`config.mk`:
```
export PLATFORM = sky130hd
export DESIGN_NAME = axi_burst_master
export DESIGN_NICKNAME = d
export VERILOG_FILES = /design/src/rtl/axi_master_pkg.sv /design/src/rtl/axi_burst_master.sv
export SDC_FILE = /design/constraint.sdc
export NUM_CORES = 1
export LEC_CHECK = 0
export ABC_CLOCK_PERIOD_IN_PS = 2450
export CAP_MARGIN = 10
export CORE_AREA = 2 2 134 136
export CTS_CLUSTER_SIZE = 8
export DETAILED_ROUTE_END_ITERATION = 8
export DIE_AREA = 0 0 136 138
export GPL_ROUTABILITY_DRIVEN = 1
export PLACE_DENSITY = 0.7
export SYNTH_ARGS = -nofsm -noshare
export SYNTH_HDL_FRONTEND = slang
export SYNTH_SLANG_ARGS = --single-unit
```
`constraint.sdc`:
```
create_clock -name clk -period 2.45 [get_ports clk]
set_input_delay 0.3675 -clock clk [delete_from_list [all_inputs] [get_ports clk]]
set_output_delay 0.3675 -clock clk [all_outputs]
set_load 0.01 [all_outputs]
```
`src/rtl/axi_master_pkg.sv`:
```
// Package for the AXI4 burst master.
// Contents:
//   state_t         FSM states.
//   OKAY..DECERR    AXI response codes.
//   AXI_BURST_INCR  AxBURST encoding for INCR bursts.
//   crosses_4k()    Tests whether a burst runs past a 4 KiB boundary.
package axi_master_pkg;

   typedef enum logic [2:0] {
      IDLE = 3'd0,
      AW   = 3'd1,
      W    = 3'd2,
      B    = 3'd3,
      AR   = 3'd4,
      R    = 3'd5
   } state_t;

   localparam logic [1:0] OKAY   = 2'b00;
   localparam logic [1:0] EXOKAY = 2'b01;
   localparam logic [1:0] SLVERR = 2'b10;
   localparam logic [1:0] DECERR = 2'b11;

   localparam logic [1:0] AXI_BURST_INCR = 2'b01;

   // A burst crosses the boundary when it ends beyond byte 4096 of its page.
   // The sum is done in 32 bits, so it cannot overflow for any 8-bit length.
   function automatic logic crosses_4k(input logic [11:0] addr_lo,
                                       input logic [7:0]  len,
                                       input int unsigned strb_width);
      int unsigned end_byte;
      end_byte = {20'd0, addr_lo} + ({24'd0, len} + 32'd1) * strb_width;
      return end_byte > 32'd4096;
   endfunction

endpackage

```
`src/rtl/axi_burst_master.sv`:
```
// axi_burst_master: turns one command, plus its write or read stream, into a
// single AXI4 INCR burst. Only one transaction is in flight at a time.
//
// Optional feature: with AXI_MASTER_4K_CHECK_EN defined, a command whose burst
// would cross a 4 KiB boundary is accepted but not issued. done_valid then
// pulses with SLVERR.
//
// Ports:
//   clk, rst           Clock and synchronous active-high reset.
//   cmd_*              Command request. Accepted only in IDLE.
//   wr_data/valid/ready   Write payload stream. It maps onto the W channel.
//   rd_data/valid/ready/last  Read payload stream. It maps from the R channel.
//   done_valid/resp    One-cycle completion pulse and its response.
//   m_axi_aw/w/b/ar/r  AXI4 master port.
//   dbg_state          Current FSM state, for observation.
//
// Handshakes: a transfer happens on a rising clk edge where valid and ready
// are both high. A valid, once raised, keeps its payload stable until that
// transfer.
module axi_burst_master
   import axi_master_pkg::*;
#(
   parameter int DATA_WIDTH = 32,
   parameter int ADDR_WIDTH = 32,
   parameter int STRB_WIDTH = DATA_WIDTH / 8,
   parameter int ID_WIDTH   = 8
) (
   input  logic                  clk,
   input  logic                  rst,
   input  logic                  cmd_valid,
   output logic                  cmd_ready,
   input  logic                  cmd_write,
   input  logic [ADDR_WIDTH-1:0] cmd_addr,
   input  logic [7:0]            cmd_len,
   input  logic [ID_WIDTH-1:0]   cmd_id,
   input  logic [DATA_WIDTH-1:0] wr_data,
   input  logic                  wr_valid,
   output logic                  wr_ready,
   output logic [DATA_WIDTH-1:0] rd_data,
   output logic                  rd_valid,
   input  logic                  rd_ready,
   output logic                  rd_last,
   output logic                  done_valid,
   output logic [1:0]            done_resp,
   output logic [ID_WIDTH-1:0]   m_axi_awid,
   output logic [ADDR_WIDTH-1:0] m_axi_awaddr,
   output logic [7:0]            m_axi_awlen,
   output logic [2:0]            m_axi_awsize,
   output logic [1:0]            m_axi_awburst,
   output logic                  m_axi_awlock,
   output logic [3:0]            m_axi_awcache,
   output logic [2:0]            m_axi_awprot,
   output logic                  m_axi_awvalid,
   input  logic                  m_axi_awready,
   output logic [DATA_WIDTH-1:0] m_axi_wdata,
   output logic [STRB_WIDTH-1:0] m_axi_wstrb,
   output logic                  m_axi_wlast,
   output logic                  m_axi_wvalid,
   input  logic                  m_axi_wready,
   input  logic [ID_WIDTH-1:0]   m_axi_bid,
   input  logic [1:0]            m_axi_bresp,
   input  logic                  m_axi_bvalid,
   output logic                  m_axi_bready,
   output logic [ID_WIDTH-1:0]   m_axi_arid,
   output logic [ADDR_WIDTH-1:0] m_axi_araddr,
   output logic [7:0]            m_axi_arlen,
   output logic [2:0]            m_axi_arsize,
   output logic [1:0]            m_axi_arburst,
   output logic                  m_axi_arlock,
   output logic [3:0]            m_axi_arcache,
   output logic [2:0]            m_axi_arprot,
   output logic                  m_axi_arvalid,
   input  logic                  m_axi_arready,
   input  logic [ID_WIDTH-1:0]   m_axi_rid,
   input  logic [DATA_WIDTH-1:0] m_axi_rdata,
   input  logic [1:0]            m_axi_rresp,
   input  logic                  m_axi_rlast,
   input  logic                  m_axi_rvalid,
   output logic                  m_axi_rready,
   output state_t                dbg_state
);

   localparam logic [2:0] AXSIZE = 3'($clog2(STRB_WIDTH));
   localparam logic [ADDR_WIDTH-1:0] ALIGN_MASK = ~ADDR_WIDTH'(STRB_WIDTH - 1);

   state_t                state, state_n;
   logic [ADDR_WIDTH-1:0] addr_q;
   logic [7:0]            len_q;
   logic [7:0]            cnt_q;
   logic [ID_WIDTH-1:0]   id_q;
   logic [1:0]            rresp_max_q, rresp_max_n;
   logic                  rerr_q;
   logic                  done_valid_q;
   logic [1:0]            done_resp_q;
   logic [ADDR_WIDTH-1:0] cmd_addr_aligned;

   logic cmd_fire, cmd_reject, w_beat, b_fire, r_beat, r_final, r_err_beat;

   // BID and RID are not checked.
   logic unused_ids;
   assign unused_ids = ^{m_axi_bid, m_axi_rid};

   assign cmd_addr_aligned = cmd_addr & ALIGN_MASK;

   // Commands are held off during the done pulse. This puts the earliest next
   // accept one cycle after done_valid.
   assign cmd_ready = (state == IDLE) && !done_valid_q;

   always_comb begin
      state_n     = state;
      cmd_fire    = cmd_valid && cmd_ready;
      cmd_reject  = 1'b0;
      w_beat      = 1'b0;
      b_fire      = 1'b0;
      r_beat      = 1'b0;
      r_final     = 1'b0;
      r_err_beat  = 1'b0;
      rresp_max_n = rresp_max_q;
      case (state)
         IDLE: begin
            if (cmd_fire) begin
`ifdef AXI_MASTER_4K_CHECK_EN
               cmd_reject = crosses_4k(cmd_addr_aligned[11:0], cmd_len, STRB_WIDTH);
`else
               cmd_reject = 1'b0;
`endif
               if (!cmd_reject) state_n = cmd_write ? AW : AR;
            end
         end
         AW: if (m_axi_awready) state_n = W;
         W: begin
            w_beat = wr_valid && m_axi_wready;
            if (w_beat && (cnt_q == 8'd0)) state_n = B;
         end
         B: begin
            b_fire = m_axi_bvalid;
            if (b_fire) state_n = IDLE;
         end
         AR: if (m_axi_arready) state_n = R;
         R: begin
            r_beat = m_axi_rvalid && rd_ready;
            if (r_beat) begin
               // Either the slave's rlast or our own count ends the burst.
               // Any disagreement between the two is a beat-count error.
               r_final     = m_axi_rlast || (cnt_q == 8'd0);
               r_err_beat  = m_axi_rlast != (cnt_q == 8'd0);
               rresp_max_n = (m_axi_rresp > rresp_max_q) ? m_axi_rresp : rresp_max_q;
               if (r_final) state_n = IDLE;
            end
         end
         default: state_n = IDLE;
      endcase
   end

   always_ff @(posedge clk) begin
      if (rst) begin
         state        <= IDLE;
         addr_q       <= '0;
         len_q        <= '0;
         cnt_q        <= '0;
         id_q         <= '0;
         rresp_max_q  <= OKAY;
         rerr_q       <= 1'b0;
         done_valid_q <= 1'b0;
         done_resp_q  <= OKAY;
      end else begin
         state        <= state_n;
         done_valid_q <= 1'b0;
         if (cmd_fire) begin
            addr_q      <= cmd_addr_aligned;
            len_q       <= cmd_len;
            cnt_q       <= cmd_len;
            id_q        <= cmd_id;
            rresp_max_q <= OKAY;
            rerr_q      <= 1'b0;
         end
         if (cmd_reject) begin
            done_valid_q <= 1'b1;
            done_resp_q  <= SLVERR;
         end
         if (w_beat) cnt_q <= cnt_q - 8'd1;
         if (b_fire) begin
            done_valid_q <= 1'b1;
            done_resp_q  <= m_axi_bresp;
         end
         if (r_beat) begin
            cnt_q       <= cnt_q - 8'd1;
            rresp_max_q <= rresp_max_n;
            rerr_q      <= rerr_q | r_err_beat;
            if (r_final) begin
               done_valid_q <= 1'b1;
               done_resp_q  <= (rerr_q || r_err_beat) ? SLVERR : rresp_max_n;
            end
         end
      end
   end

   assign dbg_state  = state;
   assign done_valid = done_valid_q;
   assign done_resp  = done_resp_q;

   assign m_axi_awid    = id_q;
   assign m_axi_awaddr  = addr_q;
   assign m_axi_awlen   = len_q;
   assign m_axi_awsize  = AXSIZE;
   assign m_axi_awburst = AXI_BURST_INCR;
   assign m_axi_awlock  = 1'b0;
   assign m_axi_awcache = 4'b0011;
   assign m_axi_awprot  = 3'b000;
   assign m_axi_awvalid = (state == AW);

   assign m_axi_wdata  = wr_data;
   assign m_axi_wstrb  = '1;
   assign m_axi_wlast  = (state == W) && (cnt_q == 8'd0);
   assign m_axi_wvalid = (state == W) && wr_valid;
   assign wr_ready     = (state == W) && m_axi_wready;

   assign m_axi_bready = (state == B);

   assign m_axi_arid    = id_q;
   assign m_axi_araddr  = addr_q;
   assign m_axi_arlen   = len_q;
   assign m_axi_arsize  = AXSIZE;
   assign m_axi_arburst = AXI_BURST_INCR;
   assign m_axi_arlock  = 1'b0;
   assign m_axi_arcache = 4'b0011;
   assign m_axi_arprot  = 3'b000;
   assign m_axi_arvalid = (state == AR);

   assign rd_data      = m_axi_rdata;
   assign rd_valid     = (state == R) && m_axi_rvalid;
   assign rd_last      = (state == R) && m_axi_rlast;
   assign m_axi_rready = (state == R) && rd_ready;

endmodule
```
Yosys cells after proc, flatten, opt, wreduce, memory -nomap -nowiden. Index checks and enable logic that the tools add are counted.

Word-level logic and storage cells: 77. Input port bits: 144. Register bits after elaboration: 63.

Bitwise gates (word level): 1. $add $sub $neg: 1. Equality and inequality tests: 13. Multiplexer cells: 33. Reductions and logical operators: 19. Magnitude comparators: 1.

Operators by type and width (count): 3-bit two-way mux (8); 8-bit two-way mux (3); 2-bit two-way mux (9); 3-bit case mux with 6 select lines (1); 1-bit two-way mux (12); 1-bit logical AND (11); 2-bit inequality test, second input constant (5); 8-bit logical NOT (1); 8-bit by 1-bit subtractor with 8-bit output, second input constant (1); 7-bit AND reduction (1); 3-bit by 2-bit equality test with 1-bit output, second input constant (2); 3-bit equality test, second input constant (2); 2-bit by 1-bit inequality test with 1-bit output, second input constant (2); 3-bit by 1-bit equality test with 1-bit output, second input constant (1); 3-bit logical NOT (1); 3-bit nonzero test (1); 2-bit greater-than comparator (1); 1-bit logical OR (2); 2-bit nonzero test (1); 1-bit logical NOT (1); 1-bit inequality test (1); 1-bit bitwise OR (1).

Depth between registers and ports, before layout.
Depth in word-level cells: 8. Depth in mapped cells: 7.

Worst setup path after synthesis. Ideal clock, no wire load.

Path kind: register to register. From: register cnt_q[2]. To: register done_resp_q[1], in the netlist done_resp[1]. Buffers on the path: 0. Clock period less this slack: 1.980 ns. Arrival time: 1.889 ns. Stages on the path, launching flop included: 8. Setup time: 0.091 ns. Slack: 0.470 ns. Path through: dfxtp_1 or4_1 nor2_2 nand3_1 ha_1 nor3_2 nor2_1 a311oi_1.

Longest elaborated chain between the ends: 8. Elaborated cells between the ends (all ways): 11. Classes of those cells: eq/ne: 1; mux: 7; reduce/logical: 3.

Ends and longest elaborated chain: start, declared (RTL line axi_burst_master.sv:89) `logic [7:0] cnt_q;`; start signal, assigned (RTL line axi_burst_master.sv:172) `cnt_q <= cmd_len;`; start signal, assigned (RTL line axi_burst_master.sv:181) `if (w_beat) cnt_q <= cnt_q - 8'd1;`; start signal, assigned (RTL line axi_burst_master.sv:187) `cnt_q <= cnt_q - 8'd1;`; 8-bit logical NOT * (RTL line axi_burst_master.sv:145, axi_burst_master.sv:146); 1-bit inequality test (RTL line axi_burst_master.sv:146) `r_err_beat = m_axi_rlast != (cnt_q == 8'd0);`; 1-bit two-way mux (RTL line axi_burst_master.sv:142) `if (r_beat) begin`; 1-bit two-way mux (RTL line axi_burst_master.sv:119) `case (state)`; 1-bit logical OR (RTL line axi_burst_master.sv:192) `done_resp_q <= (rerr_q || r_err_beat) ? SLVERR : rresp_max_n;`; 2-bit two-way mux (RTL line axi_burst_master.sv:192); 2-bit two-way mux * (RTL line axi_burst_master.sv:190) `if (r_final) begin`; 2-bit two-way mux * (RTL line axi_burst_master.sv:186) `if (r_beat) begin`; end signal, assigned (RTL line axi_burst_master.sv:184) `done_resp_q <= m_axi_bresp;`; end signal, assigned (RTL line axi_burst_master.sv:192); end, declared (RTL line axi_burst_master.sv:94) `logic [1:0] done_resp_q;`.

Every way passes the cells marked *; elsewhere a longest branch is shown, timed or not. A chain may end at the register's enable or synchronous reset.

Worst setup path after layout.
From: register cnt_q[2]. To: output m_axi_wlast.

Longest elaborated chain between the ends: 2.

Ends and longest elaborated chain: 8-bit logical NOT (RTL line axi_burst_master.sv:214) `assign m_axi_wlast = (state == W) && (cnt_q == 8'd0);`; 1-bit logical AND (RTL line axi_burst_master.sv:214); end, declared (RTL line axi_burst_master.sv:57) `output logic m_axi_wlast,`.

No other way between the ends.

==> results.cfg <==
[worst_setup_path]
reg2reg_from = cnt_q[2]
regToRegEndpoint = done_resp[1]
crit_end = m_axi_wlast
cp-end-kind = output pin
cp_max_fo = 5
worst-r2r-cell-count = 7
crit_path_start_kind = flop
crit_start = cnt_q[2]
timing.reg2reg.setup_slack_ns = 0.34
arrival_ns = 1.96
crit_required_ns = 2.08
path_class = reg -> out

[timing]
final.setup_skew_ns = 0.00294
drv_slew = 0
fin_crit_ns = 2.33
hold_slack_ns = 0.464
max_freq_mhz = 430
rsz0062_at_grt = no
fin_crit_sh = 0.950
finalHoldViolCount = 0
tns_ns = 0
setup_viol = 0

[synthesis]
synth_xor_area_frac = 0
postSynthAreaPerCell_um2 = 7.86
ys.flop_type = dfxtp_1
synth-seq-cells = 63
yosysMostFrequentCell = buf_4
synth.top_cell.area_share = 0.331
synth-warning-count = 0
synth_top_cell_by_area = dfxtp_1
muxShareOfSynthArea = 0.00821
yosysSeqAreaShare = 0.331
synth.area.top_cells = dfxtp_1 (33%), buf_4 (29%), nand2_1 (9.7%)
synthArstFlopShare = 0
netlist_instances = 485
synth_simple_gate_area_frac = 0.184
syn_area_mm2 = 0.00381
synth_fa_ha_area_frac = 0.0197
synth-edff-count = 0
synth_top_family_by_area = buffers and inverters
synth_commonest_cells = buf_4 (145), nand2_1 (98), dfxtp_1 (63)
synth_cell_types = 51
synth_compound_area_frac = 0.129

[global_route]
grt_use_total = 0.105
antenna_found_initial = 0
grt_pass1_wl_um = 15200
grt_pass1_vias = 2840
overflow = 0
grt_start_max_net_pins = 54

[clock_network]
insertion_delay_ns = 0.33
clock-sinks = 63
cts-root-buf = clkbuf_16
postCtsSetupBuffers = 0
cts_made_buffers = 9
hold_buffers = 0
htree_levels = 3
clk_path_buf_depth = 2
cts_tree = built
clk_pin_slew_ns = 0.05

[final_layout]
finalNonFillerCells = 769
final_cell_area_mm2 = 0.00506
area_delta_synth_final_pct = 32.9
layout.nets = 687
diodes = 0
drive_gt1_frac = 0.0537

[routing]
drtIter0Drc = 109
drc_errors = 0
routed_wl_um = 10000
ant_nets = 0
avgViaCountPerCell = 4.05
vias = 3114
drt-wirelength-per-cell_um = 13.0
dr.pass1.iters = 4

[power_and_ir_drop]
p_comb_frac = 0.413
total_power_uw = 4270
p_leak_uw = 0.00187
p_int_uw = 2820
vdd_drop_max_mv = 0.426
power_density_mw_per_mm2 = 842
p_switching_uw = 1450
seqPwrFrac = 0.315
pwr-share-clk = 0.272
switching_share = 0.339

[placement]
dp_hpwl_um = 7270
gp_congestion = 0.728
placed_area_mm2 = 0.00480
port_buffers = 169
dp.cells = 755

[floorplanning]
fp.dieW_um = 136
floorplan.die.height_um = 138
core_mm2 = 0.0175
pin_count = 350
die_area_mm2 = 0.0188
initial_core_util = 0.217
num_rows = 49

[flow_run]
drv_cap = 0

[worst_hold_path]
hold_class = reg -> reg

[outcome]
status = completed
[how the worst min path moves through the flow]
stage / start / end / slack, ns / depth (start not counted)
after global routing: m_axi_araddr[14] / m_axi_araddr[14] / 0.49 / 2
after CTS: m_axi_arid[1] / m_axi_arid[1] / 0.47 / 2
final: m_axi_arid[1] / m_axi_arid[1] / 0.46 / 2
after detailed placement: m_axi_arid[1] / m_axi_arid[1] / 0.46 / 2
after floorplan: cnt_q[1] / cnt_q[1] / 0.46 / 2
after global placement: m_axi_araddr[15] / m_axi_araddr[15] / 0.46 / 2
[layout make-up]
type	instances	area (um2)
Tap cell	229	287
Clock inverter	1	5.00
Fill cell	1910	12500
Multi-Input combinational cell	274	1430
Inverter	13	48.8
Clock buffer	13	260
Timing Repair Buffer	176	1780
Sequential cell	63	1260
[sequential cells by signal, indices dropped and copies added (netlist names)]
signal and count:
rresp_max_q 2, m_axi_arid 8, m_axi_araddr 30, done_valid 1, cnt_q 8, rerr_q 1, dbg_state 3, done_resp 2
m_axi_arlen 8
[routing by layer]
| metal | global-route usage | part of all wire | vias to the layer above |
|---|---|---|---|
| met5 | 0 | 0 | - |
| met4 | 0.0510 | 0.029 | 0 |
| met3 | 0.0381 | 0.087 | 32 |
| met2 | 0.188 | 0.51 | 135 |
| met1 | 0.107 | 0.38 | 1425 |
| li1 | - | - | 1522 |
[power by group through the flow]
stage	Sequential (uW)	Clock, uW	Combinational, uW
2_1_floorplan	1420	0	1090
3_3_place_gp	1360	0	1780
6_report	1340	1160	1760
3_5_place_dp	1370	0	1790
5_1_grt	1370	1260	1950
4_1_cts	1350	1220	1790
[metrics by stage]
step                      utilization  setup WS (ns)
after floorplan                     -          0.470
after global placement          0.274          0.166
after detailed placement        0.274          0.171
after CTS                       0.289         0.0841
after global routing            0.289        0.00414
final                           0.289          0.122
[kinds of logic after synthesis]
logic type,after synthesis
flops,63
buf+inv,180
simple gates,152
fa+ha+maj,6
mux,3
compound gates,79
other cells,2
[worst max-delay path: stages (launching register included)]
cell	delay, ns
dfxtp_1	0.34
or4_1	0.57
nor2_2	0.13
nand3_1	0.13
nor3_1	0.17
dlygate4sd2_1	0.29
[timing repair]
| item | in CTS | in global routing |
|---|---|---|
| endpoints found under the hold margin | 0 | 0 |
| resized for setup | 1 | 0 |
| setup endpoints to repair | 1 | 0 |
[cells in the final DEF, fill, tap and decap left out, types with 3 or more instances in the layout]
cell type	n
a21oi_1	50
a31oi_1	7
and2_1	6
buf_12	3
buf_4	4
clkbuf_16	9
clkdlybuf4s50_1	167
conb_1	34
dfxtp_1	63
ha_1	6
inv_1	13
nand2_1	98
nand2b_1	3
nand3_1	6
nor2_1	11
nor3_1	7
nor3b_1	3
Power figures use the tool's default switching activity.
